--- src/rtl/core_pcg_if.sv ---
// Fetch-PC handshake between the PC generator and the instruction fetch unit.
interface core_pcg_if;
  logic        pcg_tx_valid;
  logic        pcg_tx_ready;
  logic [31:0] pcg_tx_pc;

  modport master (output pcg_tx_valid, output pcg_tx_pc, input pcg_tx_ready);
  modport slave  (input pcg_tx_valid, input pcg_tx_pc, output pcg_tx_ready);
endinterface

--- src/rtl/core_pcg.sv ---
// PC generator: issues sequential fetch PCs, redirects on taken branches and
// emits the one-cycle branch-result pulses consumed by the IFU.
module core_pcg #(
  parameter logic [31:0] RESET_PC     = 32'h0000_0000,
  parameter int          PC_STEP      = 4,
  parameter int          REDIR_BUBBLE = 1
) (
  input  logic        clk,
  input  logic        rstn,
  input  logic        pcg_start,
  input  logic        pcg_halt,
  core_pcg_if.master  tx,
  input  logic        bru_valid,
  input  logic        bru_taken,
  input  logic [31:0] bru_target,
  output logic        pcg_bc_valid,
  output logic        pcg_bc_en,
  output logic [15:0] pcg_redir_cnt
);

  typedef enum logic [1:0] {
    S_IDLE  = 2'd0,
    S_RUN   = 2'd1,
    S_REDIR = 2'd2,
    S_HALT  = 2'd3
  } state_e;

  state_e      state_q, state_d;
  logic [31:0] pc_q, pc_d;
  logic [3:0]  bubble_q, bubble_d;
  logic        bc_valid_q, bc_valid_d;
  logic        bc_en_q, bc_en_d;
  logic [15:0] redir_cnt_q, redir_cnt_d;

  logic tx_valid;
  logic xfer;
  logic taken;
  logic bubble_last;
  logic unused_target_lsbs;

  assign tx_valid           = (state_q == S_RUN);
  assign xfer               = tx_valid && tx.pcg_tx_ready;
  assign taken              = bru_valid && bru_taken;
  assign bubble_last        = (bubble_q == 4'(REDIR_BUBBLE - 1));
  assign unused_target_lsbs = ^bru_target[1:0];

  assign tx.pcg_tx_valid = tx_valid;
  assign tx.pcg_tx_pc    = pc_q;
  assign pcg_bc_valid    = bc_valid_q;
  assign pcg_bc_en       = bc_en_q;
  assign pcg_redir_cnt   = redir_cnt_q;

  always_comb begin
    state_d     = state_q;
    pc_d        = pc_q;
    bubble_d    = bubble_q;
    bc_valid_d  = bru_valid;
    bc_en_d     = taken;
    redir_cnt_d = redir_cnt_q;

    if (xfer) begin
      pc_d = pc_q + 32'(PC_STEP);
    end

    // A taken redirect overrides the increment; the IFU flushes the issued PC.
    if (taken) begin
      pc_d     = {bru_target[31:2], 2'b00};
      bubble_d = 4'd0;
      if (redir_cnt_q != 16'hFFFF) begin
        redir_cnt_d = redir_cnt_q + 16'd1;
      end
    end

    unique case (state_q)
      S_IDLE, S_HALT: begin
        if (pcg_start && !pcg_halt) begin
          state_d = S_RUN;
        end
      end
      S_RUN: begin
        if (taken) begin
          state_d = S_REDIR;
        end else if (pcg_halt && !(tx_valid && !tx.pcg_tx_ready)) begin
          state_d = S_HALT;
        end
      end
      S_REDIR: begin
        if (!taken) begin
          if (bubble_last) begin
            bubble_d = 4'd0;
            state_d  = pcg_halt ? S_HALT : S_RUN;
          end else begin
            bubble_d = bubble_q + 4'd1;
          end
        end
      end
      default: state_d = S_IDLE;
    endcase
  end

  always_ff @(posedge clk or negedge rstn) begin
    if (!rstn) begin
      state_q     <= S_IDLE;
      pc_q        <= RESET_PC;
      bubble_q    <= 4'd0;
      bc_valid_q  <= 1'b0;
      bc_en_q     <= 1'b0;
      redir_cnt_q <= 16'd0;
    end else begin
      state_q     <= state_d;
      pc_q        <= pc_d;
      bubble_q    <= bubble_d;
      bc_valid_q  <= bc_valid_d;
      bc_en_q     <= bc_en_d;
      redir_cnt_q <= redir_cnt_d;
    end
  end

endmodule

--- src/flat_wrapper.sv ---
// flat-port wrapper written by rule: the top's interface ports become plain ports
module core_pcg_flat 
#(
  parameter logic [31:0] RESET_PC     = 32'h0000_0000,
  parameter int          PC_STEP      = 4,
  parameter int          REDIR_BUBBLE = 1
)
  (clk, rstn, pcg_start, pcg_halt, bru_valid, bru_taken, bru_target, pcg_bc_valid, pcg_bc_en, pcg_redir_cnt, tx_pcg_tx_valid, tx_pcg_tx_pc, tx_pcg_tx_ready);
  core_pcg_if tx_i ();
  input  logic clk;
  input  logic rstn;
  input  logic pcg_start;
  input  logic pcg_halt;
  input  logic bru_valid;
  input  logic bru_taken;
  input  logic [31:0] bru_target;
  output logic pcg_bc_valid;
  output logic pcg_bc_en;
  output logic [15:0] pcg_redir_cnt;
  output wire logic [$bits(tx_i.pcg_tx_valid)-1:0] tx_pcg_tx_valid;
  output wire logic [$bits(tx_i.pcg_tx_pc)-1:0] tx_pcg_tx_pc;
  input wire logic [$bits(tx_i.pcg_tx_ready)-1:0] tx_pcg_tx_ready;
  assign tx_pcg_tx_valid = tx_i.pcg_tx_valid;
  assign tx_pcg_tx_pc = tx_i.pcg_tx_pc;
  assign tx_i.pcg_tx_ready = tx_pcg_tx_ready;
  core_pcg #(.RESET_PC(RESET_PC), .PC_STEP(PC_STEP), .REDIR_BUBBLE(REDIR_BUBBLE)) u_core (.clk(clk), .rstn(rstn), .pcg_start(pcg_start), .pcg_halt(pcg_halt), .tx(tx_i), .bru_valid(bru_valid), .bru_taken(bru_taken), .bru_target(bru_target), .pcg_bc_valid(pcg_bc_valid), .pcg_bc_en(pcg_bc_en), .pcg_redir_cnt(pcg_redir_cnt));
endmodule
--- config.mk ---
export PLATFORM = sky130hd
export DESIGN_NAME = core_pcg_flat
export DESIGN_NICKNAME = d
export VERILOG_FILES = /design/src/rtl/core_pcg_if.sv /design/src/rtl/core_pcg.sv /design/src/flat_wrapper.sv
export SDC_FILE = /design/constraint.sdc
export NUM_CORES = 1
export LEC_CHECK = 0
export BUFFER_PORTS_ARGS = -buffer_cell sky130_fd_sc_hd__buf_2
export CAP_MARGIN = 40
export CORE_ASPECT_RATIO = 1.4
export CORE_MARGIN = 2
export CORE_UTILIZATION = 41
export DETAILED_ROUTE_END_ITERATION = 6
export GPL_TIMING_DRIVEN = 1
export PLACE_DENSITY = 0.66
export SLEW_MARGIN = 40
export SYNTH_ARGS = -nofsm -noshare
export SYNTH_HDL_FRONTEND = slang
export SYNTH_SLANG_ARGS = --single-unit
--- constraint.sdc ---
create_clock -name clk -period 3.1 [get_ports clk]
set_input_delay 0.31 -clock clk [delete_from_list [all_inputs] [get_ports clk]]
set_output_delay 0.31 -clock clk [all_outputs]
set_load 0.02 [all_outputs]
==> flow_metrics.py, run 1 <==
metrics = {
    "sta": {
        "fin_tns_setup_ns": 0,
        "hold_viol": 0,
        "period_needed_ns": 2.28,
        "timing.fmax_mhz": 439,
        "hold_ws_ns": 0.123,
        "rsz0062_at_grt": "false",
        "finClkSkew_ns": 0.00623,
        "slew_viol_final": 0,
        "slew_headroom": 0.519,
        "setup_viol": 0,
        "fin_crit_sh": 0.734,
        "tightest_slew_ns": 0.716,
    },
    "clock_network": {
        "cts.sinks": 54,
        "clock_latency_ns": 0.31,
        "clock_path_buffers": 2,
        "cts_buffers": 5,
        "cts_resized": 0,
        "cts_tree": "yes",
        "clk_pin_slew_worst_paths_ns": 0.10,
        "h-tree-depth": 2,
        "root_buffer": "clkbuf_8",
    },
    "synthesis": {
        "synth_top_family_by_area": "simple AND/OR/NAND/NOR gates",
        "synth_compound_area_frac": 0.0712,
        "ys_seq_area_frac": 0.472,
        "synth-edff-count": 0,
        "synth_ff_type": "dfrtp_1",
        "synth_top_cell_by_area": "dfrtp_1",
        "ys_ff_latch": 54,
        "syn-cell-area_mm2": 0.00287,
        "synth_xor_area_frac": 0.125,
        "syn_inst": 305,
        "synth_area_per_cell_um2": 9.39,
        "synth_warnings": 0,
        "async_flop_share": 1.00,
        "synth_mux_area_frac": 0.0218,
        "synth-adder-area-share": 0.0262,
        "synthTopCellsByArea": "dfrtp_1, xor2_1, nand2_1, xnor2_1, o21ai_0",
        "synthSimpleGateAreaFrac": 0.251,
        "synthDistinctLibCells": 37,
        "synth_top_area_share": 0.472,
    },
    "global_route": {
        "grt_util_all_layers": 0.173,
        "first_global_vias": 2200,
        "antenna_found_initial": 0,
        "gr-total-overflow": 0,
        "grt_max_degree": 58,
        "grt_pass1_wl_mm": 10.3,
    },
    "placed_design": {
        "gp_congestion": 0.778,
        "hpwl_mm": 4.82,
        "io_buffers": 85,
        "place_area_mm2": 0.00339,
    },
    "die": {
        "core_mm2": 0.00685,
        "core.rowCount": 36,
        "die_w_um": 74.7,
        "io_pins": 90,
        "die_y_um": 103,
        "floorplan.initialDensity": 0.418,
        "dieArea_mm2": 0.00768,
    },
    "finish": {
        "fillers": 703,
        "antenna_cells": 0,
        "multi_input_area_mm2": 0.00143,
        "final_cell_mix": "buf_2, dfrtp_1, nand2_1",
        "layout.nets": 437,
        "final_common_cell": "buf_2",
        "areaGrowthSynthToFinish_pct": 22.0,
        "drive_gt1_frac": 0.270,
        "fin_area_mm2": 0.00349,
        "regArea_mm2": 0.00135,
    },
    "critical_path": {
        "worstSetupPathType": "reg -> reg",
        "r2r_start": "u_core.state_q[1]",
        "worstPathRequired_ns": 3.33,
        "cp-start-kind": "flip-flop",
        "cp-end-kind": "flip-flop",
        "arrival_ns": 2.51,
        "reg2regPathDepth": 7,
        "rrSetupSlack_ns": 0.82,
        "rr_endpoint": "u_core.tx.pcg_tx_pc[29]",
        "cp_max_fo": 8,
    },
    "power": {
        "powerDensity_mw_per_mm2": 580,
        "leakage_uw": 0.00162,
        "finalPower_uw": 2030,
        "peakVddDrop_uv": 348,
    },
    "drt": {
        "drt_first_iter_violations": 68,
        "post_drt_via_cell_ratio": 5.01,
        "drcViolationCount": 0,
        "wirelength_mm": 6.46,
        "via_count": 2447,
        "ant_nets": 0,
        "wl_per_cell_um": 13.2,
        "dr.pass1.iters": 4,
    },
    "min_path": {
        "holdCritStartpoint": "bru_valid",
        "min_to": "u_core.pcg_bc_valid",
        "holdPathStages": 1,
        "hp-class": "in -> reg",
    },
    "run": {
        "cap_violations": 0,
    },
    "status": {
        "outcome": "finished clean",
    },
}
-- Yosys cell counts (2+ instances only) --
| library cell | instances |
|---|---|
| nand4_4 | 2 |
| inv_1 | 11 |
| clkbuf_1 | 8 |
| mux2i_1 | 4 |
| or4_1 | 2 |
| nor2b_1 | 2 |
| buf_4 | 2 |
| nand4_1 | 18 |
| xor2_1 | 23 |
| nor2_1 | 22 |
| o21ai_1 | 2 |
| ha_1 | 6 |
| nand3_1 | 15 |
| o21ai_0 | 25 |
| and3_1 | 7 |
| mux2_2 | 2 |
| a21oi_1 | 7 |
| nand2_1 | 50 |
| a31oi_1 | 4 |
| nor3_1 | 6 |
| dfrtp_1 | 54 |
| xnor2_1 | 18 |
-- registers in the layout (all words and copies together) (netlist names) --
signal,count
u_core.pcg_bc_valid,1
u_core.state_q,2
u_core.tx.pcg_tx_pc,30
u_core.pcg_bc_en,1
u_core.pcg_redir_cnt,16
u_core.bubble_q,4
-- area by class of cell --
class | count | share of cell area
clock inverters | 1 | 0.00143
inverters | 11 | 0.0118
flip-flops and latches | 54 | 0.387
clock buffers | 7 | 0.0247
well taps | 95 | 0.0340
multi-input cells | 230 | 0.408
repair buffers | 90 | 0.133
-- report_power, final --
group	total, uW	switching [uW]	internal (uW)
registers	970	151	819
logic	650	389	261
clock network	408	227	181
-- per-stage QoR --
step	setup slack, ns	utilization	std cells
finish	0.824	0.510	488
global route	0.616	0.510	488
CTS	0.779	0.510	488
detailed placement	0.819	0.496	479
global placement	0.916	0.496	479
floorplan	0.968	-	306
-- routing by layer --
| metal | up-vias | part of all wire | global-route usage |
|---|---|---|---|
| li1 | 1215 | - | - |
| met5 | - | 0 | 0 |
| met3 | 4 | 0.043 | 0.0352 |
| met1 | 1169 | 0.43 | 0.225 |
| met4 | 0 | 0.0087 | 0.0549 |
| met2 | 59 | 0.52 | 0.288 |
-- critical path: stages (launching register included) --
cell,delay [ns]
dfrtp_1,0.41
inv_1,0.07
ha_1,0.33
nand4_4,0.19
nor4_4,0.43
nand4_2,0.19
or3b_1,0.40
a31oi_1,0.17
-- logic make-up after synthesis --
group                    after synthesis
flip-flops                            54
AND/OR/NAND/NOR                      136
XOR/XNOR                              41
other                                  1
multiplexers                           6
adder cells (fa/ha/maj)                6
AO/OA/AOI/OAI                         39
buffers and inverters                 22
-- how the worst max path moves through the flow --
stage	start	end	slack, ns	cells past startpoint
5_1_grt	u_core.state_q[1]	u_core.tx.pcg_tx_pc[28]	0.62	7
4_1_cts	u_core.state_q[1]	u_core.tx.pcg_tx_pc[29]	0.78	7
3_3_place_gp	u_core.state_q[1]	u_core.tx.pcg_tx_pc[31]	0.92	7
6_report	u_core.state_q[1]	u_core.tx.pcg_tx_pc[29]	0.82	7
3_5_place_dp	u_core.state_q[1]	u_core.tx.pcg_tx_pc[29]	0.82	7
2_1_floorplan	u_core.state_q[1]	u_core.tx.pcg_tx_pc[31]	0.97	7
-- timing repair --
item                      in CTS  in global routing
hold endpoints to repair       4                  0
hold buffers                   1                  0
buffers inserted               0                  0
No activity file was read; power rests on OpenSTA's default activity.
==> run 2: changes to the inputs <==
==> constraint.sdc (replaced) <==
create_clock -name clk -period 2.1 [get_ports clk]
set_input_delay 0.21 -clock clk [delete_from_list [all_inputs] [get_ports clk]]
set_output_delay 0.21 -clock clk [all_outputs]
set_load 0.02 [all_outputs]
==> run 2 against run 1 <==
Wire length grew 1.7%. Power grew 54%. First-iteration DRC count grew 8.8%. Largest power group unchanged.
==> flow_metrics.py, run 2 (synthesis results as in run 1) <==
metrics = {
    "placed_design": {
        "dp_slack_ns": 0.0641,
        "gp_congestion": 0.770,
        "hpwl_mm": 4.95,
        "place_area_mm2": 0.00345,
        "io_buffers": 85,
    },
    "run": {
        "cap_violations": 0,
    },
    "die": {
        "die_y_um": 103,
        "io_pins": 90,
        "core.rowCount": 36,
        "floorplan.initialDensity": 0.418,
        "core_mm2": 0.00685,
        "die_w_um": 74.7,
        "dieArea_mm2": 0.00768,
    },
    "drt": {
        "wl_per_cell_um": 13.3,
        "post_drt_via_cell_ratio": 4.93,
        "drcViolationCount": 0,
        "drt_first_iter_violations": 74,
        "dr.pass1.iters": 4,
        "wirelength_mm": 6.57,
        "via_count": 2434,
        "ant_nets": 0,
    },
    "power": {
        "leakage_uw": 0.00167,
        "finalPower_uw": 3130,
        "powerDensity_mw_per_mm2": 873,
        "peakVddDrop_uv": 978,
    },
    "sta": {
        "slew_viol_final": 0,
        "setup_viol": 0,
        "period_needed_ns": 1.94,
        "fin_ws_ns": 0.164,
        "fin_crit_sh": 0.922,
        "timing.fmax_mhz": 517,
        "hold_ws_ns": 0.0930,
        "tightest_slew_ns": 0.535,
        "fin_tns_setup_ns": 0,
        "finClkSkew_ns": 0.00779,
        "rsz0062_at_grt": "false",
        "slew_headroom": 0.643,
        "hold_viol": 0,
    },
    "clock_network": {
        "clock_latency_ns": 0.31,
        "clock_path_buffers": 2,
        "h-tree-depth": 2,
        "cts_buffers": 5,
        "postCtsSetupBuffers": 0,
        "cts.sinks": 54,
        "clk_pin_slew_worst_paths_ns": 0.10,
        "cts_tree": "yes",
        "root_buffer": "clkbuf_8",
    },
    "critical_path": {
        "arrival_ns": 2.17,
        "reg2regPathDepth": 7,
        "worstPathRequired_ns": 2.33,
        "worstSetupPathType": "reg -> reg",
        "cp_max_fo": 5,
        "path_buf_inv": 1,
        "cp-start-kind": "flip-flop",
        "critical_path.top_delay_family": "simple AND/OR/NAND/NOR gates",
        "rr_endpoint": "u_core.tx.pcg_tx_pc[29]",
        "critPathLaunch": "u_core.state_q[1]",
        "endpoint": "u_core.tx.pcg_tx_pc[29]",
        "r2r_start": "u_core.state_q[1]",
        "cp-end-kind": "flip-flop",
        "slowest_stage": "dfrtp_1",
        "rrSetupSlack_ns": 0.16,
        "crit_cells": 7,
        "crit_chain": "inv_1 -> ha_2 -> nand4_4 -> nor4_4 -> nand4_2 -> or3b_1 -> a31oi_1",
        "critical_path.max_stage_delay_ns": 0.41,
    },
    "finish": {
        "areaGrowthSynthToFinish_pct": 25.3,
        "antenna_cells": 0,
        "largest_reg_flops": 30,
        "regArea_mm2": 0.00135,
        "layout.nets": 443,
        "fin_area_mm2": 0.00359,
        "fillers": 689,
        "drive_gt1_frac": 0.283,
        "multi_input_area_mm2": 0.00144,
        "final_cell_mix": "buf_2, dfrtp_1, nand2_1",
        "final_common_cell": "buf_2",
    },
    "min_path": {
        "hp-class": "in -> reg",
    },
    "global_route": {
        "antenna_found_initial": 0,
        "gr-total-overflow": 0,
        "grt_util_all_layers": 0.179,
        "grt_max_degree": 58,
        "first_global_vias": 2341,
        "grt_pass1_wl_mm": 10.7,
    },
    "status": {
        "outcome": "finished clean",
    },
}
==> run 2: area by class of cell <==
| class | instances | area share |
|---|---|---|
| clock buffers | 6 | 0.0202 |
| multi-input cells | 230 | 0.402 |
| inverters | 11 | 0.0115 |
| well taps | 95 | 0.0331 |
| clock inverters | 2 | 0.0105 |
| flip-flops and latches | 54 | 0.376 |
| repair buffers | 96 | 0.146 |
==> run 2: through the flow <==
step,utilization,instances
2_1_floorplan,-,306
3_3_place_gp,0.503,484
3_5_place_dp,0.503,484
4_1_cts,0.522,494
5_1_grt,0.524,494
6_report,0.524,494
==> run 2: worst min-delay path by stage <==
stage,startpoint,cells after the start,slack [ns],endpoint
6_report,bru_target[18],3,0.09,u_core.tx.pcg_tx_pc[18]
5_1_grt,bru_target[12],3,0.1,u_core.tx.pcg_tx_pc[12]
4_1_cts,bru_target[18],3,0.09,u_core.tx.pcg_tx_pc[18]
3_5_place_dp,rstn,1,0.22,u_core.pcg_bc_en
3_3_place_gp,rstn,1,0.22,u_core.pcg_bc_en
2_1_floorplan,rstn,0,-0.09,u_core.bubble_q[0]
==> run 2: worst register-to-register path: stages (launching register included) <==
cell	delay (ns)
dfrtp_1	0.41
inv_1	0.06
ha_2	0.20
nand4_4	0.14
nor4_4	0.30
nand4_2	0.19
or3b_1	0.40
a31oi_1	0.16
==> run 2: layer usage <==
metal  up-vias  wire (um)  track usage
li1       1226          -            -
met1      1150       2820        0.215
met2        54       3390        0.321
met3         4        314       0.0401
met4         0         53       0.0412
met5         -          0            0
==> run 2: power by group <==
| part | internal (uW) | switching (uW) |
|---|---|---|
| logic | 407 | 581 |
| registers | 1210 | 223 |
| clock network | 356 | 356 |
| total | 1970 | 1160 |
==> run 2: timing repair <==
action | in CTS | in global routing
resized for setup | 0 | 2
hold endpoints to repair | 21 | 0
hold buffers | 2 | 0
setup endpoints to repair | 0 | 10
